### config.mk
export PLATFORM = sky130hd
export DESIGN_NAME = adder
export DESIGN_NICKNAME = d
export VERILOG_FILES = /design/src/rtl/adder.sv
export SDC_FILE = /design/constraint.sdc
export NUM_CORES = 1
export LEC_CHECK = 0
export BUFFER_PORTS_ARGS = -buffer_cell sky130_fd_sc_hd__buf_4
export CORE_ASPECT_RATIO = 0.8
export CORE_MARGIN = 2
export CORE_UTILIZATION = 50
export DETAILED_ROUTE_END_ITERATION = 8
export PLACE_DENSITY = 0.76
export SYNTH_ARGS = -nofsm -noshare
export SYNTH_HDL_FRONTEND = slang
export SYNTH_SLANG_ARGS = --single-unit
### constraint.sdc
create_clock -name i_clk -period 1 [get_ports i_clk]
set_input_delay 0.05 -clock i_clk [delete_from_list [all_inputs] [get_ports i_clk]]
set_output_delay 0.05 -clock i_clk [all_outputs]
set_load 0.1 [all_outputs]
### src/rtl/adder.sv
// Registered unsigned add/subtract stage with carry/borrow, zero and signed-overflow flags.
// One cycle of latency, a new operation every cycle, and results that hold while i_valid is low.
module adder #(
   parameter int WIDTH = 8
) (
   input  logic             i_clk,
   input  logic             i_resetn,
   input  logic             i_valid,
   input  logic             i_sub,
   input  logic [WIDTH-1:0] op_a,
   input  logic [WIDTH-1:0] op_b,
   output logic             o_valid,
   output logic [WIDTH:0]   add_result,
   output logic             o_zero,
   output logic             o_overflow
);

   logic [WIDTH:0] sum_full;
   logic           ovf_calc;
   logic           zero_calc;

   logic           valid_d,    valid_q;
   logic [WIDTH:0] result_d,   result_q;
   logic           zero_d,     zero_q;
   logic           overflow_d, overflow_q;

   always_comb begin
      sum_full  = '0;
      ovf_calc  = 1'b0;
      zero_calc = 1'b0;
      if (i_sub) begin
         sum_full = {1'b0, op_a} - {1'b0, op_b};
         ovf_calc = (op_a[WIDTH-1] != op_b[WIDTH-1]) &&
                    (sum_full[WIDTH-1] != op_a[WIDTH-1]);
      end else begin
         sum_full = {1'b0, op_a} + {1'b0, op_b};
         ovf_calc = (op_a[WIDTH-1] == op_b[WIDTH-1]) &&
                    (sum_full[WIDTH-1] != op_a[WIDTH-1]);
      end
      // Carry/borrow bit is deliberately excluded from the zero flag.
      zero_calc = (sum_full[WIDTH-1:0] == '0);
   end

   always_comb begin
      valid_d    = i_valid;
      result_d   = result_q;
      zero_d     = zero_q;
      overflow_d = overflow_q;
      if (i_valid) begin
         result_d   = sum_full;
         zero_d     = zero_calc;
         overflow_d = ovf_calc;
      end
   end

   always_ff @(posedge i_clk or negedge i_resetn) begin
      if (!i_resetn) begin
         valid_q    <= 1'b0;
         result_q   <= '0;
         zero_q     <= 1'b0;
         overflow_q <= 1'b0;
      end else begin
         valid_q    <= valid_d;
         result_q   <= result_d;
         zero_q     <= zero_d;
         overflow_q <= overflow_d;
      end
   end

   assign o_valid    = valid_q;
   assign add_result = result_q;
   assign o_zero     = zero_q;
   assign o_overflow = overflow_q;

endmodule

==> results of run 1 <==
==> metal layers <==
layer	vias up	part of all wire, %
met3	20	6.4
met2	79	51
met1	625	38
met5	-	0
li1	616	-
met4	0	3.8
==> stage by stage <==
| step | utilization, % | power (uW) | std cells |
|---|---|---|---|
| detailed placement | 78.7 | 2090 | 218 |
| floorplan | - | 1630 | 140 |
| CTS | 85.3 | 2540 | 223 |
| finish | 89.1 | 2660 | 226 |
| global route | 89.1 | 2760 | 226 |
| global placement | 78.7 | 2060 | 218 |
==> worst min-delay path by stage <==
stage	startpoint	end	slack, ns	cells after the start
after floorplan	i_resetn	add_result[0]$_DFFE_PN0P_	-0.25	0
after global placement	i_resetn	add_result[3]$_DFFE_PN0P_	-0.11	1
after detailed placement	i_resetn	add_result[4]$_DFFE_PN0P_	-0.11	1
after CTS	op_b[0]	add_result[0]$_DFFE_PN0P_	0.13	3
after global routing	op_b[0]	add_result[0]$_DFFE_PN0P_	0.16	3
final	i_resetn	o_valid$_DFF_PN0_	0.14	2
==> where the power goes <==
part / leakage, uW / internal (uW) / total (uW) / switching (uW)
logic: 0.000770 / 617 / 1670 / 1050
clock network: 0.0000210 / 221 / 381 / 159
registers: 0.000139 / 564 / 609 / 45.3
total: 0.000929 / 1400 / 2660 / 1260
==> cell families after synthesis <==
logic type	share of synthesized area (%)
adder cells (fa/ha/maj)	20.7
XOR/XNOR	4.31
AND/OR/NAND/NOR	15.1
AO/OA/AOI/OAI	22.1
flip-flops	24.6
buffers and inverters	8.83
multiplexers	4.31
==> worst register-to-register path: stages, from the launching register on <==
cell and delay (ns):
dfrtp_1 0.39, nor2b_1 0.13, a31o_2 0.21
==> area by class of cell <==
class | count | area, sq um
timing repair buffer | 65 | 557
tap | 25 | 31.3
fill | 99 | 243
inverter | 17 | 96.3
sequential | 12 | 304
clock buffer | 4 | 36.3
multi-input combinational | 103 | 966
==> state kept, by name, indices dropped and copies added, names as in the netlist <==
name        count
o_valid         1
o_overflow      1
add_result      9
o_zero          1
==> cells in the final DEF, fill, tap and decap left out, types with 3 or more instances in the layout <==
master,count
clkbuf_4,3
nor2b_1,4
dfrtp_2,3
nand2_1,6
a21oi_2,4
inv_1,11
o21ai_0,3
dfrtp_1,9
buf_6,7
ha_1,10
a31oi_1,6
nand3_1,3
xnor2_1,4
nor2_1,9
buf_4,53
a21oi_1,4
ha_4,5
==> repair_timing <==
action,in CTS,in global routing
setup buffers,3,6
hold buffers,1,0
pin swaps,12,18
resized for setup,23,15
endpoints found under the setup margin,10,14
hold endpoints to repair,12,0
==> flow_metrics.env, run 1 <==
export IMPL_ys_async_sr_fraction_pct=100
export IMPL_final_hold_viol_count=0
export IMPL_grt_ovfl_total=0
export IMPL_fin_setup_tns_ns=-4.33
export IMPL_syn_num_nets=179
export IMPL_numClockSinks=12
export IMPL_syn_cell_area_sq_um=1220
export IMPL_violations="negative setup slack"
export IMPL_vias_per_cell=5.93
export IMPL_track_usage_pct=26.0
export IMPL_period_minus_slack_ns=1.62
export IMPL_yosysWarnings=0
export IMPL_synth_edf_count=0
export IMPL_vias=1340
export IMPL_wl_per_cell_um=17.2
export IMPL_grt_busiest_layer="met2"
export IMPL_grt_pass1_wl_mm=5.51
export IMPL_num_antenna_cells=0
export IMPL_critPathMaxFanout=3
export IMPL_die_h_um=48.2
export IMPL_post_dp_hpwl_mm=2.59
export IMPL_core_region_area_sq_um=2230
export IMPL_netlist_instances=140
export IMPL_slowest_delay_ns=0.40
export IMPL_crit_start="op_b[2]"
export IMPL_rows=15
export IMPL_finalInstanceArea_sq_um=1990
export IMPL_clkTransAtPathRegs_ns=0.08
export IMPL_ir_worst_vdd_v=0.000526
export IMPL_required_ns=1.22
export IMPL_antenna_found_initial=0
export IMPL_r2r_slack_ns=0.17
export IMPL_cp_cell_sequence="buf_8 -> inv_8 -> ha_4 -> nor2_2 -> a221o_1 -> buf_4 -> a22o_1 -> a21o_1 -> a211oi_1 -> a32o_1"
export IMPL_synth_area_leaders="dfrtp_1 25%, ha_1 17%, inv_1 5.2%"
export IMPL_dieArea_sq_um=2850
export IMPL_htreeDepth=1
export IMPL_crit_buf_inv=3
export IMPL_use_met1_pct=31.0
export IMPL_nets=241
export IMPL_yosys_register_bits=12
export IMPL_powerDensity_nw_per_um2=1340
export IMPL_avgSynthCellArea_sq_um=8.70
export IMPL_fin_crit_sh_pct=162
export IMPL_yosysTopAreaCellShare_pct=24.6
export IMPL_leakagePower_uw=0.000929
export IMPL_setup_ws_ns=-0.621
export IMPL_final_max_slew_viol_count=0
export IMPL_slew_headroom_pct=78.6
export IMPL_io_pins=32
export IMPL_drv_cap=0
export IMPL_hold_slack_ns=0.137
export IMPL_grt_pass1_vias=1215
export IMPL_crit_type="input pin to flip-flop"
export IMPL_start_util_pct=54.6
export IMPL_cts_buffers=3
export IMPL_hold_class="input pin to async pin"
export IMPL_detail_route_iter0_violations=78
export IMPL_path_depth=10
export IMPL_post_dp_cell_area_sq_um=1760
export IMPL_cts_tree="built"
export IMPL_cts_root_buffer="clkbuf_4"
export IMPL_crit_arrival_ns=1.84
export IMPL_fmax_mhz=617
export IMPL_critPathLaunchType="input pin"
export IMPL_yosysTopAreaCell="dfrtp_1"
export IMPL_status="complete, but fails checks"
export IMPL_report_final_setup_viol=10
export IMPL_drt_first_pass_iters=4
export IMPL_gp_congestion=0.818
export IMPL_die_w_um=59.2
export IMPL_r2r_start="add_result[5]$_DFFE_PN0P_"
export IMPL_drc=0
export IMPL_io_buffers=31
export IMPL_synth_cell_types=43
export IMPL_crit_family="compound AO/OA/AOI/OAI gates"
export IMPL_end_kind="flip-flop"
export IMPL_critPathSlowestCell="a221o_1"
export IMPL_clk_latency_ns=0.27
export IMPL_ant_nets=0
export IMPL_routed_wl_mm=3.89
export IMPL_clockBufferDepth=2
export IMPL_worstReg2RegEnd="add_result[5]$_DFFE_PN0P_"
export IMPL_clock_skew_final_ns=0
export IMPL_rsz0062_at_grt="yes"
export IMPL_dp_worst_setup_slack_ns=-0.855
export IMPL_drive_gt1_share_pct=53.2
export IMPL_area_delta_synth_final_pct=63.3
export IMPL_critPathCapture="o_zero$_DFFE_PN0P_"
export IMPL_reg2reg_depth=2
export IMPL_tightest_slew_ns=0.318
export IMPL_grt_use_met2_pct=49.5
export IMPL_ys_seq_area_share_pct=24.6
export IMPL_grt_max_degree=19
export IMPL_ys_top_cells_by_count="17 x ha_1, 17 x inv_1, 12 x dfrtp_1, 10 x nor2_1, 8 x a21oi_1"
export IMPL_grtUsageMet3_pct=2.92
export IMPL_synth_ff_type="dfrtp_1"
(Power assumes the default switching activity.)
==> run 2, diff against run 1 <==
==> constraint.sdc (replaced) <==
create_clock -name i_clk -period 1.7 [get_ports i_clk]
set_input_delay 0.085 -clock i_clk [delete_from_list [all_inputs] [get_ports i_clk]]
set_output_delay 0.085 -clock i_clk [all_outputs]
set_load 0.1 [all_outputs]
==> flow_metrics.env, run 2 (synthesized netlist as in run 1, its figures left out) <==
export IMPL_status="finished, final reports clean"
export IMPL_slowest_delay_ns=0.33
export IMPL_nets=223
export IMPL_critPathMaxFanout=3
export IMPL_end_kind="flip-flop"
export IMPL_dieArea_sq_um=2850
export IMPL_detail_route_iter0_violations=44
export IMPL_r2r_start="add_result[5]$_DFFE_PN0P_"
export IMPL_rows=15
export IMPL_grt_ovfl_total=0
export IMPL_drc=0
export IMPL_min_path_cells=1
export IMPL_largest_register_ffs=9
export IMPL_critPathLaunchType="input pin"
export IMPL_final_cell_mix="46 x buf_4, 16 x inv_1, 15 x ha_1, 12 x dfrtp_1, 10 x nor2_1"
export IMPL_post_cts_repair_setup_buffers=0
export IMPL_drive_gt1_share_pct=33.3
export IMPL_critPathSlowestCell="ha_1"
export IMPL_whs_endpoint="o_valid$_DFF_PN0_"
export IMPL_vias_per_cell=5.49
export IMPL_crit_arrival_ns=1.80
export IMPL_clk_latency_ns=0.28
export IMPL_cts_buffers=3
export IMPL_drv_cap=0
export IMPL_gp_congestion=0.864
export IMPL_final_hold_viol_count=0
export IMPL_worstReg2RegEnd="add_result[5]$_DFFE_PN0P_"
export IMPL_antenna_found_initial=0
export IMPL_post_dp_cell_area_sq_um=1550
export IMPL_ant_nets=0
export IMPL_routed_wl_mm=2.63
export IMPL_powerDensity_nw_per_um2=860
export IMPL_multi_input_area_sq_um=838
export IMPL_cp_cell_sequence="buf_4 -> ha_1 -> buf_4 -> a211oi_1 -> o21ai_0 -> a41o_1 -> mux2i_1 -> xnor2_1 -> a32o_1"
export IMPL_clockBufferDepth=2
export IMPL_rsz0062_at_grt="no"
export IMPL_clock_skew_final_ns=0
export IMPL_start_util_pct=54.6
export IMPL_ir_worst_vdd_v=0.000305
export IMPL_fmax_mhz=614
export IMPL_r2r_slack_ns=0.88
export IMPL_num_antenna_cells=0
export IMPL_numClockSinks=12
export IMPL_slew_headroom_pct=77.8
export IMPL_area_delta_synth_final_pct=33.4
export IMPL_vias=1141
export IMPL_holdCritStartpoint="i_valid"
export IMPL_fill_cells=178
export IMPL_die_w_um=59.2
export IMPL_htreeDepth=1
export IMPL_clkTransAtPathRegs_ns=0.07
export IMPL_cts_root_buffer="clkbuf_4"
export IMPL_core_region_area_sq_um=2230
export IMPL_die_h_um=48.2
export IMPL_hold_class="input pin to flip-flop"
export IMPL_reg2reg_depth=2
export IMPL_report_final_setup_viol=0
export IMPL_cts_tree="built"
export IMPL_final_max_slew_viol_count=0
export IMPL_grt_pass1_vias=1043
export IMPL_io_buffers=31
export IMPL_grt_pass1_wl_mm=4.41
export IMPL_crit_buf_inv=2
export IMPL_fin_setup_tns_ns=0
export IMPL_crit_start="op_a[4]"
export IMPL_post_dp_hpwl_mm=2.16
export IMPL_wl_per_cell_um=12.6
export IMPL_grt_max_degree=20
export IMPL_seqCellArea_sq_um=300
export IMPL_tightest_slew_ns=0.330
export IMPL_drt_first_pass_iters=4
export IMPL_crit_family="compound AO/OA/AOI/OAI gates"
export IMPL_finalInstanceArea_sq_um=1630
export IMPL_post_route_util_pct=72.8
export IMPL_io_pins=32
export IMPL_required_ns=1.87
export IMPL_leakagePower_uw=0.000803
export IMPL_track_usage_pct=20.2
export IMPL_crit_type="input pin to flip-flop"
export IMPL_fin_crit_sh_pct=95.9
export IMPL_period_minus_slack_ns=1.63
export IMPL_worst_path_most_repeated_cell="buf_4"
export IMPL_layout_commonest_cell="buf_4"
## run 2: cell types whose count changed in the layout (fill, tap and decap cells not counted), moves of 3 or more
| cell | before | now |
|---|---|---|
| inv_1 | 11 | 16 |
| dfrtp_2 | 3 | 0 |
| buf_6 | 7 | 0 |
| ha_1 | 10 | 15 |
| a21oi_1 | 4 | 8 |
| buf_4 | 53 | 46 |
| dfrtp_1 | 9 | 12 |
| a21oi_2 | 4 | 0 |
| ha_4 | 5 | 2 |
## run 2: worst max path at each step
stage,depth (start not counted),slack (ns),endpoint
finish,9,0.07,o_zero$_DFFE_PN0P_
global placement,9,-0.20,o_zero$_DFFE_PN0P_
floorplan,9,-0.05,o_zero$_DFFE_PN0P_
CTS,9,0.03,o_zero$_DFFE_PN0P_
global route,11,0.001,o_zero$_DFFE_PN0P_
detailed placement,9,-0.27,o_zero$_DFFE_PN0P_
## run 2: repair_timing
action,in CTS,in global routing
endpoints found under the hold margin,12,0
gates resized for setup,0,6
endpoints found under the setup margin,0,4
hold buffers,1,0
## run 2: per-layer routing
layer	vias to the layer above	part of all wire (%)	wire [um]	GRT usage [%]
met5	-	0	0	0
met4	0	1.1	28	6.82
met2	37	47	1230	35.8
met3	5	4.1	109	1.59
li1	578	-	-	-
met1	521	48	1270	26.7
## run 2: worst register-to-register path: cells and delay by family (launching register included)
family	cells	cell delay, ns
flip-flops	1	0.38
AO/OA/AOI/OAI	1	0.21
AND/OR/NAND/NOR	1	0.13
## run 2: report_power, final
| part | switching (uW) | internal [uW] | leakage, uW | total (uW) |
|---|---|---|---|---|
| sequential | 22.6 | 330 | 0.000141 | 352 |
| combinational | 549 | 268 | 0.000641 | 818 |
| clock | 97.3 | 130 | 0.0000210 | 228 |
## run 2: layout make-up
type / count / share of cell area [%]
Inverter: 17 / 3.93
Tap cell: 25 / 1.92
Sequential cell: 12 / 18.5
Clock buffer: 4 / 2.23
Multi-Input combinational cell: 103 / 51.6
Timing Repair Buffer: 47 / 21.9
## run 2: stage by stage
step	setup WS, ns	power (uW)	hold WS [ns]	cells
floorplan	-0.0478	939	-0.211	140
global placement	-0.196	1150	-0.0727	203
detailed placement	-0.270	1160	-0.0695	203
CTS	0.0285	1390	0.0391	208
global route	0.00104	1470	0.0471	208
finish	0.0701	1400	0.0447	208
==> run 3, diff against run 2 <==
==> constraint.sdc (replaced) <==
create_clock -name i_clk -period 1.7 [get_ports i_clk]
set_input_delay 0.34 -clock i_clk [delete_from_list [all_inputs] [get_ports i_clk]]
set_output_delay 0.34 -clock i_clk [all_outputs]
set_load 0.1 [all_outputs]
==> flow_metrics.env, run 3 (synthesized netlist as in run 1, its figures left out) <==
export IMPL_seqCellArea_sq_um=300
export IMPL_crit_family="compound AO/OA/AOI/OAI gates"
export IMPL_finalInstanceArea_sq_um=2020
export IMPL_crit_arrival_ns=2.08
export IMPL_pwr_share_clk_pct=15.1
export IMPL_slew_headroom_pct=69.4
export IMPL_cp_cell_sequence="buf_6 -> inv_4 -> ha_4 -> inv_2 -> fa_2 -> nand3_2 -> a21oi_1 -> a31oi_1 -> xnor2_1 -> a211oi_2 -> a32o_1"
export IMPL_vias=1419
export IMPL_critPathLaunchType="input pin"
export IMPL_numClockSinks=12
export IMPL_die_w_um=59.2
export IMPL_cts_root_buffer="clkbuf_4"
export IMPL_leakagePower_uw=0.000941
export IMPL_clock_skew_final_ns=0
export IMPL_ant_nets=0
export IMPL_core_region_area_sq_um=2230
export IMPL_start_util_pct=54.6
export IMPL_detail_route_iter0_violations=84
export IMPL_nets=241
export IMPL_violations="negative setup slack"
export IMPL_ir_worst_vdd_v=0.000796
export IMPL_grt_pass1_vias=1360
export IMPL_htreeDepth=1
export IMPL_grt_max_degree=20
export IMPL_io_pins=32
export IMPL_setup_ws_ns=-0.196
export IMPL_p_seq_share_pct=21.9
export IMPL_drv_cap=0
export IMPL_hold_class="input pin to flip-flop"
export IMPL_final_hold_viol_count=0
export IMPL_multi_input_area_sq_um=1030
export IMPL_fin_crit_sh_pct=112
export IMPL_fmax_mhz=527
export IMPL_area_delta_synth_final_pct=65.7
export IMPL_grt_ovfl_total=0
export IMPL_status="complete, but fails checks"
export IMPL_end_kind="flip-flop"
export IMPL_wl_per_cell_um=20.5
export IMPL_total_power_uw=1630
export IMPL_rsz0062_at_grt="yes"
export IMPL_cts_buffers=3
export IMPL_fill_cells=99
export IMPL_report_final_setup_viol=7
export IMPL_largest_register_ffs=9
export IMPL_required_ns=1.88
export IMPL_final_max_slew_viol_count=0
export IMPL_antenna_found_initial=0
export IMPL_tightest_slew_ns=0.454
export IMPL_drive_gt1_share_pct=55.7
export IMPL_dieArea_sq_um=2850
export IMPL_drt_first_pass_iters=4
export IMPL_vias_per_cell=6.28
export IMPL_cts_tree="built"
export IMPL_num_antenna_cells=0
export IMPL_grt_pass1_wl_mm=5.89
export IMPL_drc=0
export IMPL_critPathSlowestCell="fa_2"
export IMPL_die_h_um=48.2
export IMPL_layout_commonest_cell="buf_4"
export IMPL_crit_type="input pin to flip-flop"
export IMPL_p_switching_uw=804
export IMPL_clockBufferDepth=2
export IMPL_track_usage_pct=28.0
export IMPL_critPathMaxFanout=2
export IMPL_io_buffers=31
export IMPL_p_sw_share_pct=49.3
export IMPL_clk_latency_ns=0.29
export IMPL_crit_buf_inv=3
export IMPL_gp_congestion=0.844
export IMPL_post_dp_cell_area_sq_um=1710
export IMPL_rows=15
export IMPL_period_minus_slack_ns=1.90
export IMPL_internal_power_uw=826
export IMPL_combinationalPowerShare_pct=63.0
export IMPL_clkTransAtPathRegs_ns=0.08
export IMPL_post_dp_hpwl_mm=2.56
export IMPL_powerDensity_nw_per_um2=807
export IMPL_routed_wl_mm=4.64
export IMPL_final_cell_mix="56 x buf_4, 12 x dfrtp_1, 11 x inv_1, 9 x nor2_1, 9 x ha_1"
export IMPL_slowest_delay_ns=0.39
-- run 3: power by group through the flow --
| stage | logic, uW | clock network (uW) | registers [uW] |
|---|---|---|---|
| floorplan | 265 | 0 | 686 |
| global placement | 845 | 0 | 356 |
| detailed placement | 863 | 0 | 358 |
| CTS | 935 | 231 | 352 |
| global route | 1060 | 268 | 361 |
| finish | 1030 | 245 | 357 |
-- run 3: layer usage --
layer  vias to the layer above  GRT usage (%)  share of wire [%]  routed length [um]
met5                         -              0                  0                   0
met4                         0           8.18                4.4                 202
met3                        27           5.57                7.5                 349
met2                       107           54.9                 49                2270
met1                       671           31.6                 39                1810
li1                        614              -                  -                   -
-- run 3: stage by stage --
stage	TNS, ns	hold WS (ns)	std cells	setup WS, ns	util [%]
floorplan	-0.790	0.0444	140	-0.256	-
global placement	-2.39	0.181	217	-0.397	76.8
detailed placement	-2.89	0.187	217	-0.442	76.8
CTS	-0.174	0.292	225	-0.0713	86.8
global route	-0.898	0.284	226	-0.255	90.4
finish	-0.668	0.303	226	-0.196	90.4
-- run 3: cell type report --
class | count | area share [%]
Inverter | 17 | 4.03
Clock buffer | 4 | 1.80
Multi-Input combinational cell | 103 | 51.2
Tap cell | 25 | 1.55
Timing Repair Buffer | 65 | 26.6
Sequential cell | 12 | 14.9
-- run 3: worst paths after layout --
check / slack (ns) / startpoint / cells past startpoint / to
worst min-delay path: 0.30 / i_valid / 1 / o_valid$_DFF_PN0_
min in group asynchronous: 0.41 / i_resetn / 2 / add_result[5]$_DFFE_PN0P_
worst min register to register: 0.51 / add_result[0]$_DFFE_PN0P_ / 2 / add_result[0]$_DFFE_PN0P_
worst max-delay path: -0.20 / op_a[0] / 11 / o_zero$_DFFE_PN0P_
max in group asynchronous: 1.13 / i_resetn / 2 / o_zero$_DFFE_PN0P_
worst max register to register: 0.87 / add_result[5]$_DFFE_PN0P_ / 2 / add_result[5]$_DFFE_PN0P_
-- run 3: timing repair --
action / 4_1_cts / 5_1_grt
pin swaps: 24 / 19
hold endpoints to repair: 12 / 0
gates cloned: 0 / 0
buffers inserted: 3 / 1
endpoints found under the setup margin: 7 / 6
hold buffers: 1 / 0
gates resized for setup: 37 / 17
